## src/rtl/microwave_timer_ctrl_pkg.sv

```systemverilog
// ============================================================================
// Module   : microwave_timer_ctrl_pkg
// Purpose  : Shared state encoding and BCD digit limits for the cook-time
//            controller and its m:ss decrementer.
// Revision : 1.0 - initial release
// ============================================================================
`default_nettype none

package microwave_timer_ctrl_pkg;

  typedef enum logic [1:0] {
    ST_IDLE  = 2'd0,
    ST_COOK  = 2'd1,
    ST_PAUSE = 2'd2,
    ST_DONE  = 2'd3
  } state_e;

  localparam logic [3:0] BCD_MAX_ONES = 4'd9;
  localparam logic [3:0] BCD_MAX_TENS = 4'd5;
  localparam logic [3:0] BCD_MAX_MIN  = 4'd9;

endpackage

`default_nettype wire

```

## src/rtl/microwave_timer_ctrl_mmss_bcd_dec.sv

```systemverilog
// ============================================================================
// Module   : mmss_bcd_dec
// Purpose  : Combinational one-second decrement of an m:ss BCD time with
//            borrow (ones 0->9 borrows tens, tens 0->5 borrows minutes).
// Ports    : min_i/s_tens_i/s_ones_i  - current time digits
//            min_o/s_tens_o/s_ones_o  - decremented time digits
//            is_zero_o                - decremented result equals 0:00
// Revision : 1.0 - initial release
// ============================================================================
`default_nettype none

module mmss_bcd_dec
  import microwave_timer_ctrl_pkg::*;
(
  input  logic [3:0] min_i,
  input  logic [3:0] s_tens_i,
  input  logic [3:0] s_ones_i,
  output logic [3:0] min_o,
  output logic [3:0] s_tens_o,
  output logic [3:0] s_ones_o,
  output logic       is_zero_o
);

  always_comb begin
    min_o    = min_i;
    s_tens_o = s_tens_i;
    s_ones_o = s_ones_i;
    if (s_ones_i != 4'd0) begin
      s_ones_o = s_ones_i - 4'd1;
    end else begin
      s_ones_o = BCD_MAX_ONES;
      if (s_tens_i != 4'd0) begin
        s_tens_o = s_tens_i - 4'd1;
      end else begin
        s_tens_o = BCD_MAX_TENS;
        // 0:00 is never decremented by the controller; wrap defensively.
        min_o    = (min_i != 4'd0) ? (min_i - 4'd1) : BCD_MAX_MIN;
      end
    end
  end

  assign is_zero_o = (min_o == 4'd0) && (s_tens_o == 4'd0) && (s_ones_o == 4'd0);

endmodule

`default_nettype wire

```

## src/rtl/microwave_timer_ctrl.sv

```systemverilog
// ============================================================================
// Module   : microwave_timer_ctrl
// Purpose  : Microwave cook-time controller. Keypad digits shift into an m:ss
//            BCD time, which counts down at one step per TICKS_PER_SEC clocks
//            while cooking; drives magnetron enable and a done indicator.
// Ports    : clk, rst_n (async, active-low)
//            key_valid/key_digit - keypad digit strobe
//            start, stop_clear   - control strobes
//            door_closed         - door interlock
//            min/s_tens/s_ones   - BCD time to the display decoder
//            mag_on, done        - registered status outputs
// Revision : 1.0 - initial release
// ============================================================================
`default_nettype none

module microwave_timer_ctrl
  import microwave_timer_ctrl_pkg::*;
#(
  parameter int TICKS_PER_SEC = 100,
  parameter int DONE_CYCLES   = 50
) (
  input  logic       clk,
  input  logic       rst_n,
  input  logic       key_valid,
  input  logic [3:0] key_digit,
  input  logic       start,
  input  logic       stop_clear,
  input  logic       door_closed,
  output logic [3:0] s_ones,
  output logic [3:0] s_tens,
  output logic [3:0] min,
  output logic       mag_on,
  output logic       done
);

  localparam int PW = $clog2(TICKS_PER_SEC);
  localparam int DW = (DONE_CYCLES > 1) ? $clog2(DONE_CYCLES) : 1;

  state_e          state_q, state_d;
  logic [3:0]      min_q, min_d;
  logic [3:0]      tens_q, tens_d;
  logic [3:0]      ones_q, ones_d;
  logic [PW-1:0]   presc_q, presc_d;
  logic [DW-1:0]   dcnt_q, dcnt_d;
  logic            mag_q, mag_d;
  logic            done_q, done_d;

  logic [3:0]      dec_min, dec_tens, dec_ones;
  logic            dec_zero;
  logic            time_zero;
  logic            tick;

  mmss_bcd_dec u_dec (
    .min_i     (min_q),
    .s_tens_i  (tens_q),
    .s_ones_i  (ones_q),
    .min_o     (dec_min),
    .s_tens_o  (dec_tens),
    .s_ones_o  (dec_ones),
    .is_zero_o (dec_zero)
  );

  assign time_zero = (min_q == 4'd0) && (tens_q == 4'd0) && (ones_q == 4'd0);
  assign tick      = (presc_q == PW'(TICKS_PER_SEC - 1));

  always_comb begin
    state_d = state_q;
    min_d   = min_q;
    tens_d  = tens_q;
    ones_d  = ones_q;
    presc_d = presc_q;
    dcnt_d  = dcnt_q;

    case (state_q)
      ST_IDLE: begin
        if (stop_clear) begin
          min_d  = 4'd0;
          tens_d = 4'd0;
          ones_d = 4'd0;
        end else if (start) begin
          if (door_closed && !time_zero) begin
            state_d = ST_COOK;
            presc_d = '0;
          end
        end else if (key_valid && (key_digit <= BCD_MAX_ONES) &&
                     (ones_q <= BCD_MAX_TENS)) begin
          // Current ones digit becomes the tens digit, so it must be <= 5.
          min_d  = tens_q;
          tens_d = ones_q;
          ones_d = key_digit;
        end
      end

      ST_COOK: begin
        if (stop_clear || !door_closed) begin
          state_d = ST_PAUSE;
        end else if (tick) begin
          presc_d = '0;
          min_d   = dec_min;
          tens_d  = dec_tens;
          ones_d  = dec_ones;
          if (dec_zero) begin
            state_d = ST_DONE;
            dcnt_d  = '0;
          end
        end else begin
          presc_d = presc_q + PW'(1);
        end
      end

      ST_PAUSE: begin
        if (stop_clear) begin
          state_d = ST_IDLE;
          min_d   = 4'd0;
          tens_d  = 4'd0;
          ones_d  = 4'd0;
          presc_d = '0;
        end else if (start && door_closed) begin
          state_d = ST_COOK;
        end
      end

      ST_DONE: begin
        if (stop_clear || start) begin
          state_d = ST_IDLE;
        end else if (dcnt_q == DW'(DONE_CYCLES - 1)) begin
          state_d = ST_IDLE;
        end else begin
          dcnt_d = dcnt_q + DW'(1);
        end
      end

      default: state_d = ST_IDLE;
    endcase

    // Status outputs are registered copies of the next state.
    mag_d  = (state_d == ST_COOK);
    done_d = (state_d == ST_DONE);
  end

  always_ff @(posedge clk or negedge rst_n) begin
    if (!rst_n) begin
      state_q <= ST_IDLE;
      min_q   <= 4'd0;
      tens_q  <= 4'd0;
      ones_q  <= 4'd0;
      presc_q <= '0;
      dcnt_q  <= '0;
      mag_q   <= 1'b0;
      done_q  <= 1'b0;
    end else begin
      state_q <= state_d;
      min_q   <= min_d;
      tens_q  <= tens_d;
      ones_q  <= ones_d;
      presc_q <= presc_d;
      dcnt_q  <= dcnt_d;
      mag_q   <= mag_d;
      done_q  <= done_d;
    end
  end

  assign min    = min_q;
  assign s_tens = tens_q;
  assign s_ones = ones_q;
  assign mag_on = mag_q;
  assign done   = done_q;

endmodule

`default_nettype wire

```

## config.mk

```make
export PLATFORM = sky130hd
export DESIGN_NAME = microwave_timer_ctrl
export DESIGN_NICKNAME = d
export VERILOG_FILES = /design/src/rtl/microwave_timer_ctrl_pkg.sv /design/src/rtl/microwave_timer_ctrl_mmss_bcd_dec.sv /design/src/rtl/microwave_timer_ctrl.sv
export SDC_FILE = /design/constraint.sdc
export NUM_CORES = 1
export LEC_CHECK = 0
export CORE_ASPECT_RATIO = 0.7
export CORE_MARGIN = 2
export CORE_UTILIZATION = 58
export CTS_BUF_LIST = sky130_fd_sc_hd__clkbuf_4 sky130_fd_sc_hd__clkbuf_8
export DETAILED_ROUTE_END_ITERATION = 12
export GPL_ROUTABILITY_DRIVEN = 1
export PLACE_DENSITY_LB_ADDON = 0.25
export SYNTH_ARGS = -nofsm -noshare
export SYNTH_HDL_FRONTEND = slang
export SYNTH_HIERARCHICAL = 1
export SYNTH_SLANG_ARGS = --single-unit
```

## constraint.sdc

```tcl
create_clock -name clk -period 3.6 [get_ports clk]
set_input_delay 0.36 -clock clk [delete_from_list [all_inputs] [get_ports clk]]
set_output_delay 0.36 -clock clk [all_outputs]
set_load 0.02 [all_outputs]
```

==> reports/qor.yml, run 1 <==
run_status:
  status: "completed"
job:
  maxCapViolCount: 0
clock_network:
  clock-sinks: 29
  postCtsHoldBufs: 0
  cts_resized: 0
  cts_buffers: 5
  insertion_delay_ns: 0.29
  clock_path_buffers: 2
  clockRootBuffer: "clkbuf_8"
  clk_pin_slew_ns: 0.06
  cts_tree: "done"
  ctsHtreeMaxLevel: 2
  postCtsSetupRepairBufs: 0
global_routing:
  gr-total-overflow: 0
  grt_usage_pct: 26.6
  grt_pass1_wl_mm: 8.09
  grt_max_degree: 30
  grt_pass1_vias: 1671
  antenna_found_initial: 0
detailed_routing:
  wire_per_inst_um: 15.4
  dr.pass1.iters: 5
  initialDrtViolationCount: 257
  drc_errors: 0
  via_count: 1906
  via_per_inst: 6.11
  wl_mm: 4.82
  ant_nets: 0
synth:
  synth_cells: 238
  synth_common_cells: "nand2_1, dfrtp_1, o21ai_0"
  ys_seq_elements: 29
  synthXorXnorAreaFrac_pct: 2.12
  synth-main-ff-cell: "dfrtp_1"
  yosysWarnings: 6
  seq_area_frac_synth_pct: 35.1
  synthAdderAreaFrac_pct: 5.44
  netlist.area_leader.share_pct: 35.1
  synth_compound_area_share_pct: 25.8
  synth_nets: 257
  synth_simple_gate_area_share_pct: 26.2
  synth.distinct_cells: 59
  syn-mean-instance-area_um2: 8.69
  yosysMostFrequentCell: "nand2_1"
  synth_mux_area_share_pct: 1.57
  synth_area_leader_cell: "dfrtp_1"
  synth_edf_count: 0
  synth_top_family_by_area: "simple AND/OR/NAND/NOR gates"
  synthTopCellsByArea: "dfrtp_1, nand2_1, ha_1"
  syn-cell-area_um2: 2070
  synthArstFlopShare_pct: 100
setup_path:
  startpoint_type: "flop"
  critPathRequiredTime_ns: 3.83
  max_stage_delay_ns: 0.72
  slowest_stage: "or4_1"
  worstPathMaxFanout: 12
  end_kind: "flop"
  path_cells: "or4_1, or2_4, a211oi_1, a21boi_2, and3b_1, a21oi_1, nand2b_1, a221oi_1, o21a_1"
  critical_path_arrival_ns: 3.29
  worstSetupPathType: "flop to flop"
final_layout:
  final_cells: 312
  fin_util_pct: 70.1
  synthToLayoutAreaGrowth_pct: 17.5
  nets: 280
  fillers: 279
  antennaDiodeCount: 0
  fin_area_um2: 2430
  drive_gt1_share_pct: 11.5
placement:
  gp_congestion: 0.847
  portBuffers: 23
  hpwl_mm: 3.38
  dp.cells: 304
  placed_area_um2: 2330
timing:
  tns_ns: 0
  worst_pin_slew_ns: 0.910
  setup_violations: 0
  finalHoldViolations: 0
  rsz0062_at_grt: "no"
  fin_worst_skew_ns: 0.00261
  min_period_ns: 3.07
  drv_slew: 0
  fmax_mhz: 326
  maxSlewHeadroom_pct: 39.1
  finalCritPeriodShare_pct: 85.2
die:
  initial_utilization_pct: 59.6
  core_area_um2: 3470
  die_area_um2: 4070
  fp.dieH_um: 54.0
  fp-row-count: 18
  pin_count: 24
  die_w_um: 75.4
min_path:
  hold_path.class: "input pin to async pin"
power:
  power_density_nw_per_um2: 871
  peakVddDrop_mv: 0.541
  leakage_nw: 0.985
metal layers:
layer | track usage, % | vias up | share of wire [%]
li1 | - | 932 | -
met1 | 40.6 | 908 | 48
met2 | 36.8 | 61 | 44
met3 | 5.99 | 5 | 7.0
met4 | 8.48 | 0 | 0.71
met5 | 0 | - | 0
power by group:
part	switching [mW]	total (mW)	internal (mW)
clock	0.130	0.303	0.173
combinational	0.712	1.23	0.516
sequential	0.165	0.587	0.421
state kept, by name, summed over array words and instances (netlist names):
| name | flops |
|---|---|
| presc_q | 7 |
| done | 1 |
| state_q | 2 |
| mag_on | 1 |
| s_ones | 4 |
| min | 4 |
| s_tens | 4 |
| dcnt_q | 6 |
area by class of cell:
type / instances / area (um2) / share of cell area, %
tap: 50 / 62.6 / 2.57
sequential: 29 / 726 / 29.9
clock inverter: 1 / 5.00 / 0.206
clock buffer: 7 / 96.3 / 3.96
inverter: 8 / 30.0 / 1.24
timing repair buffer: 25 / 245 / 10.1
multi-input combinational: 192 / 1260 / 52.1
final timing paths:
path / startpoint / to / slack, ns / cells after the start
worst max-delay path: s_ones[1] / done / 0.53 / 9
worst min-delay path: rst_n / s_ones[1] / 0.46 / 2
worst max register to register: s_ones[1] / done / 0.53 / 9
worst min register to register: presc_q[6] / presc_q[6] / 0.54 / 1
max in group asynchronous: rst_n / dcnt_q[3] / 2.86 / 2
min in group clk: presc_q[6] / presc_q[6] / 0.54 / 1
logic make-up after synthesis:
logic type      count (synthesis)
xor+xnor                        5
mux                             3
buf+inv                        17
simple gates                   98
fa+ha+maj                       9
flops                          29
compound gates                 77
worst max-delay path, delay by kind of cell (launching register included):
| family | cells | cell delay [ns] |
|---|---|---|
| and+or+nand+nor | 4 | 1.42 |
| DFF | 1 | 0.48 |
| AOI/OAI and AO/OA | 5 | 1.10 |
stage by stage:
step,setup WS [ns],hold slack [ns],power [mW]
3_3_place_gp,0.624,0.519,1.78
3_5_place_dp,0.558,0.529,1.81
4_1_cts,0.545,0.464,2.12
5_1_grt,0.215,0.484,2.30
2_1_floorplan,0.740,0.0644,1.48
6_report,0.532,0.459,2.12
cell usage in the layout, fill, tap and decap left out, types with 3 or more instances in the layout:
| cell type | instances |
|---|---|
| nand2_1 | 32 |
| ha_1 | 9 |
| a31oi_1 | 4 |
| inv_1 | 8 |
| o21ai_0 | 20 |
| clkdlybuf4s50_1 | 23 |
| a21oi_1 | 9 |
| a22oi_1 | 12 |
| or4_1 | 4 |
| nand2b_1 | 3 |
| o21ai_1 | 9 |
| nor3_1 | 4 |
| clkbuf_8 | 7 |
| nand4b_1 | 3 |
| xnor2_1 | 5 |
| o31ai_1 | 3 |
| dfrtp_1 | 29 |
| nand3_1 | 8 |
| nor2_1 | 16 |
| nor2b_1 | 5 |
(Power assumes the default switching activity.)
==> inputs of run 2 (changes only) <==
CORE_UTILIZATION = 56   (was 58)
CTS_BUF_LIST = sky130_fd_sc_hd__clkbuf_4 sky130_fd_sc_hd__clkbuf_8 sky130_fd_sc_hd__clkbuf_16   (was sky130_fd_sc_hd__clkbuf_4 sky130_fd_sc_hd__clkbuf_8)
==> run 2 against run 1 <==
  * Maximum frequency is 0.80% lower
  * Setup slack worse by 0.025 ns
  * Global-route usage down 2.7 points
  * Critical path depth did not move
  * Non-clock buffer count unchanged
  * Core utilization down 1.8 points
  * Sequential power about the same
  * Flip-flop and latch count stayed put
  * Sequential share of layout area is 0.19 points higher
  * Wire length shrank 2.4%
  * First-iteration DRC count shrank 55%
  * Critical path type unchanged
  * Highest routed layer unchanged
==> reports/qor.yml, run 2 (synthesis results as in run 1) <==
run_status:
  status: "completed"
setup_path:
  critical_path_arrival_ns: 3.25  # -0.04 ns
  slowest_stage: "or4_1"
  crit_buf_inv: 0  # unchanged
  startpoint_type: "flop"
  r2r_cells: 9  # unchanged
  path_cells: "or4_1, a2111oi_0, a211oi_1, a21boi_2, and3b_1, a31oi_1, nor3_1, xnor2_1, nor2_1"
  max_stage_delay_ns: 0.73  # about the same
  r2r_start: "s_ones[1]"
  critPathTopFamily: "compound AO/OA/AOI/OAI gates"
  end_kind: "flop"
  endpoint: "dcnt_q[3]"
  cp_num_cells: 9  # unchanged
  critPathRequiredTime_ns: 3.75  # -0.08 ns
  timing.rr.end: "dcnt_q[3]"
  worstSetupPathType: "flop to flop"
  startpoint: "s_ones[1]"
  rrSetupSlack_ns: 0.51  # -0.02 ns
  worstPathMaxFanout: 12  # unchanged
global_routing:
  gr-total-overflow: 0  # unchanged
  grt_usage_pct: 24.0  # -2.7 points
  grt_pass1_vias: 1699  # +1.7%
  grt_pass1_wl_mm: 7.88  # -2.6%
  grt_use_met2_pct: 37.8  # +0.95 points
  use_met1_pct: 34.6  # -6.0 points
  gr-usage-met3_pct: 5.12  # -0.88 points
  top_usage_layer: "met2"
  antenna_found_initial: 0  # unchanged
  grt_max_degree: 30  # unchanged
clock_network:
  cts_buffers: 5  # unchanged
  insertion_delay_ns: 0.28  # about the same
  ctsHtreeMaxLevel: 2  # unchanged
  postCtsHoldBufs: 0  # unchanged
  clock-sinks: 29  # unchanged
  postCtsSetupRepairBufs: 0  # unchanged
  clk_pin_slew_ns: 0.06  # about the same
  cts_tree: "done"
  clock_path_buffers: 2  # unchanged
  clockRootBuffer: "clkbuf_8"
  cts_resized: 0  # unchanged
timing:
  setup_violations: 0  # unchanged
  finalCritPeriodShare_pct: 85.9  # +0.69 points
  worst_pin_slew_ns: 0.847  # -0.0635 ns
  finalHoldViolations: 0  # unchanged
  maxSlewHeadroom_pct: 43.3  # +4.2 points
  setup_ws_ns: 0.507  # -0.0247 ns
  rsz0062_at_grt: "no"
  hold_slack_ns: 0.463  # +0.00464 ns
  drv_slew: 0  # unchanged
  fin_worst_skew_ns: 0.00424  # +0.00164 ns
  min_period_ns: 3.09  # +0.0247 ns
  fmax_mhz: 323  # -0.80%
  tns_ns: 0  # unchanged
detailed_routing:
  wl_mm: 4.70  # -2.4%
  via_count: 1884  # -1.2%
  drc_errors: 0  # unchanged
  initialDrtViolationCount: 115  # -55%
  ant_nets: 0  # unchanged
  via_per_inst: 6.04  # -1.2%
  wire_per_inst_um: 15.1  # -2.4%
  dr.pass1.iters: 4  # -1
final_layout:
  largest_reg_flops: 7  # unchanged
  final_cells: 312  # unchanged
  mostFrequentLayoutCell: "nand2_1"
  drive_gt1_share_pct: 11.5  # unchanged
  nets: 280  # unchanged
  fin_util_pct: 68.3  # -1.8 points
  top_register: "presc_q"
  layout_common_cells: "nand2_1, dfrtp_1, clkdlybuf4s50_1"
  synthToLayoutAreaGrowth_pct: 16.8
  top_regs: "presc_q (7), dcnt_q (6)"
  antennaDiodeCount: 0  # unchanged
die:
  initial_utilization_pct: 58.5  # -1.1 points
  die_w_um: 76.6  # +1.7%
  die_area_um2: 4200  # +3.3%
  core_area_um2: 3540  # +1.9%
  fp.dieH_um: 54.8  # +1.6%
  pin_count: 24  # unchanged
  fp-row-count: 18  # unchanged
job:
  maxCapViolCount: 0  # unchanged
power:
  peakVddDrop_mv: 0.556  # +2.6%
  clock_power_share_pct: 12.8  # -1.5 points
  power_density_nw_per_um2: 863  # -0.90%
  switchingPower_mw: 1.01  # -0.18%
  combinationalPowerShare_pct: 59.0  # +1.0 points
  internal-power_mw: 1.08  # -2.7%
  switching_share_pct: 48.2  # +0.65 points
  p_seq_share_pct: 28.2  # +0.5 points
  leakage_nw: 0.979  # -0.60%
placement:
  gp_congestion: 0.821  # -3.1%
  dp.cells: 304  # unchanged
  hpwl_mm: 3.33  # -1.4%
  portBuffers: 23  # unchanged
  post-place-ws_ns: 0.540  # -0.0181 ns
min_path:
  hold_path.class: "input pin to async pin"
-- run 2: per-stage QoR --
| step | power, mW | area, um2 |
|---|---|---|
| floorplan | 1.48 | 2070 |
| global placement | 1.77 | 2330 |
| detailed placement | 1.80 | 2330 |
| CTS | 2.07 | 2410 |
| global route | 2.25 | 2410 |
| finish | 2.08 | 2410 |
-- run 2: layout make-up --
class / count / area [um2]
multi-input cells: 192 / 1260
inverters: 8 / 30.0
repair buffers: 25 / 245
well taps: 50 / 62.6
flip-flops and latches: 29 / 726
clock buffers: 6 / 76.3
fillers: 298 / 1120
clock inverters: 2 / 10.0
-- run 2: worst min path at each step --
stage / to / from / cells after the start
2_1_floorplan: dcnt_q[0] / rst_n / 0
3_3_place_gp: presc_q[1] / presc_q[1] / 2
3_5_place_dp: presc_q[6] / presc_q[6] / 1
4_1_cts: s_ones[2] / rst_n / 2
5_1_grt: min[1] / rst_n / 2
6_report: min[1] / rst_n / 2
-- run 2: power groups by stage --
stage,sequential [mW],clock [mW],combinational (mW)
finish,0.588,0.267,1.23
global route,0.607,0.284,1.36
CTS,0.583,0.269,1.22
detailed placement,0.589,0,1.21
global placement,0.583,0,1.19
floorplan,0.619,0,0.865
-- run 2: metal layers --
metal,routed length [um],vias up
li1,-,930
met1,2420,913
met2,2050,39
met3,218,2
met4,15,0
met5,0,-
==> RTL change: new RTL, flow settings as in run 2 <==
Change the parameter `DONE_CYCLES` from 50 to 100.
--- a/src/rtl/microwave_timer_ctrl.sv
+++ b/src/rtl/microwave_timer_ctrl.sv
@@ -17,7 +17,7 @@
   import microwave_timer_ctrl_pkg::*;
 #(
   parameter int TICKS_PER_SEC = 100,
-  parameter int DONE_CYCLES   = 50
+  parameter int DONE_CYCLES   = 100
 ) (
   input  logic       clk,
   input  logic       rst_n,
Check against the original RTL: no difference found for any inputs over 4 cycles, from zero or initial values and one cycle with rst_n low; that may be too few to reach the edited logic, so the function may still have changed.
==> RTL change against run 2 <==
  * Design area rose by 7.6%
  * Global-route usage rose by 0.55 points
  * Area after synthesis rose by 7.1%
  * Synthesized cell count fell by 3.4%
  * Wire length rose by 7.7%
  * Total power barely moved
  * Sequential share of layout area fell by 1.2 points
  * Sequential cell count rose by 1
  * Worst setup slack got worse by 0.052 ns
  * Critical endpoint is now dcnt_q[0]
  * Highest routed layer unchanged
==> RTL change: results <==
metrics = {
    "logic_synthesis": {
        "synth_cell_area_sq_mm": 0.00222,
        "synth_fa_ha_area_share_pct": 4.52,
        "post_synth_xor_area_fraction_pct": 0.791,
        "post_synthesis_mux_area_share_pct": 12.4,
        "synth.area.top_cells": "dfrtp_1 34%, mux2_4 6.8%, a22o_1 5.5%",
        "post_synth_most_frequent_cells": "30 x dfrtp_1, 21 x nand2_1, 14 x a22o_1",
        "synthesis.nets": 248,
        "number_of_instances_in_the_synthesized_netlist": 230,
        "yosys_warnings": 6,
        "synth-compound-area-share_pct": 21.6,
        "yosysSeqAreaShare_pct": 33.9,
        "ys_seq_elements": 30,
        "yosysUniqueCellTypes": 56,
    },
    "final_layout": {
        "final_nets": 273,
        "seq_area_share_pct": 28.9,
        "layout.filler_cells": 320,
        "multi_input_gates": 183,
        "clk_share_pct": 4.24,
        "finish.utilization_pct": 67.4,
        "layout-drive-gt1-share_pct": 12.9,
        "fraction_of_area_in_multi_input_gates_pct": 53.3,
        "final.signal_inverter_count": 9,
        "nNonClkBuffers": 26,
        "num-clock-buffers": 8,
        "signal_buffers_share_of_area_pct": 9.73,
        "largestRegisters": "dcnt_q: 7 flops, presc_q: 7 flops",
    },
    "routing": {
        "initialDrtViolationCount": 133,
        "drt-wirelength-per-cell_microns": 16.4,
        "routed-via-count": 1918,
        "vias_per_cell": 6.23,
    },
    "grt": {
        "grt_max_degree": 31,
        "grt.total_usage_pct": 24.5,
        "grt_pass1_wl_mm": 8.60,
        "first_global_vias": 1766,
    },
    "outcome": {
        "run_status": "completed",
    },
    "power_and_ir_drop": {
        "peakVddDrop_uv": 509,
        "power.leakage_nw": 1.12,
    },
    "worst_setup_path": {
        "worstPathArrival_ns": 3.32,
        "worst_r2r_path_depth": 8,
        "worstReg2RegEnd": "dcnt_q[0]",
        "crit_slowest_cell": "or4_1",
        "r2r_start": "s_ones[1]",
        "worst_path_dominant_cell_family": "simple AND/OR/NAND/NOR gates",
        "r2r_setup_slack_ns": 0.46,
    },
    "placed_design": {
        "gp_congestion": 0.864,
        "placed_area_sq_mm": 0.00249,
        "place_hpwl_mm": 3.53,
        "place.detailed.instances": 300,
        "post-place-ws_ns": 0.495,
    },
    "cts": {
        "post_cts_resized": 0,
        "clock_latency_of_the_later_clocked_register_in_the_worst_skew_pair_ns": 0.29,
        "clk_transition_reported_paths_ns": 0.07,
        "cts_setup_buffers": 0,
        "cts-root-to-sink-buffers": 2,
    },
    "sta": {
        "clock-skew-final_ns": 0.00535,
        "hold_ws_ns": 0.477,
        "max_slew_headroom_pct": 39.0,
    },
}
[RTL change: worst max path at each step]
stage,to,slack (ns),depth (start not counted)
6_report,dcnt_q[0],0.46,8
5_1_grt,dcnt_q[0],0.34,8
4_1_cts,dcnt_q[0],0.48,8
3_5_place_dp,dcnt_q[0],0.50,8
3_3_place_gp,dcnt_q[0],0.53,8
2_1_floorplan,dcnt_q[0],0.62,9
[RTL change: layer usage]
metal  global-route usage, %  up-vias  routed length, microns
met5                       0        -                       0
met4                    6.90        0                      51
met3                    6.11        7                     207
met2                    34.0       39                    2170
met1                    37.7      937                    2630
li1                        -      935                       -
[RTL change: worst reg2reg max path: stages (launching register included)]
cell,delay [ns]
dfrtp_1,0.49
or4_1,0.72
or2_4,0.32
a211oi_1,0.21
a21boi_2,0.23
nand2_1,0.09
o31a_1,0.31
or3_1,0.38
mux2_2,0.27
[RTL change: where the power goes]
group          internal (W)  switching, W
Sequential         0.000411      0.000130
Clock              0.000193      0.000134
Combinational      0.000558      0.000659
Total               0.00116      0.000923
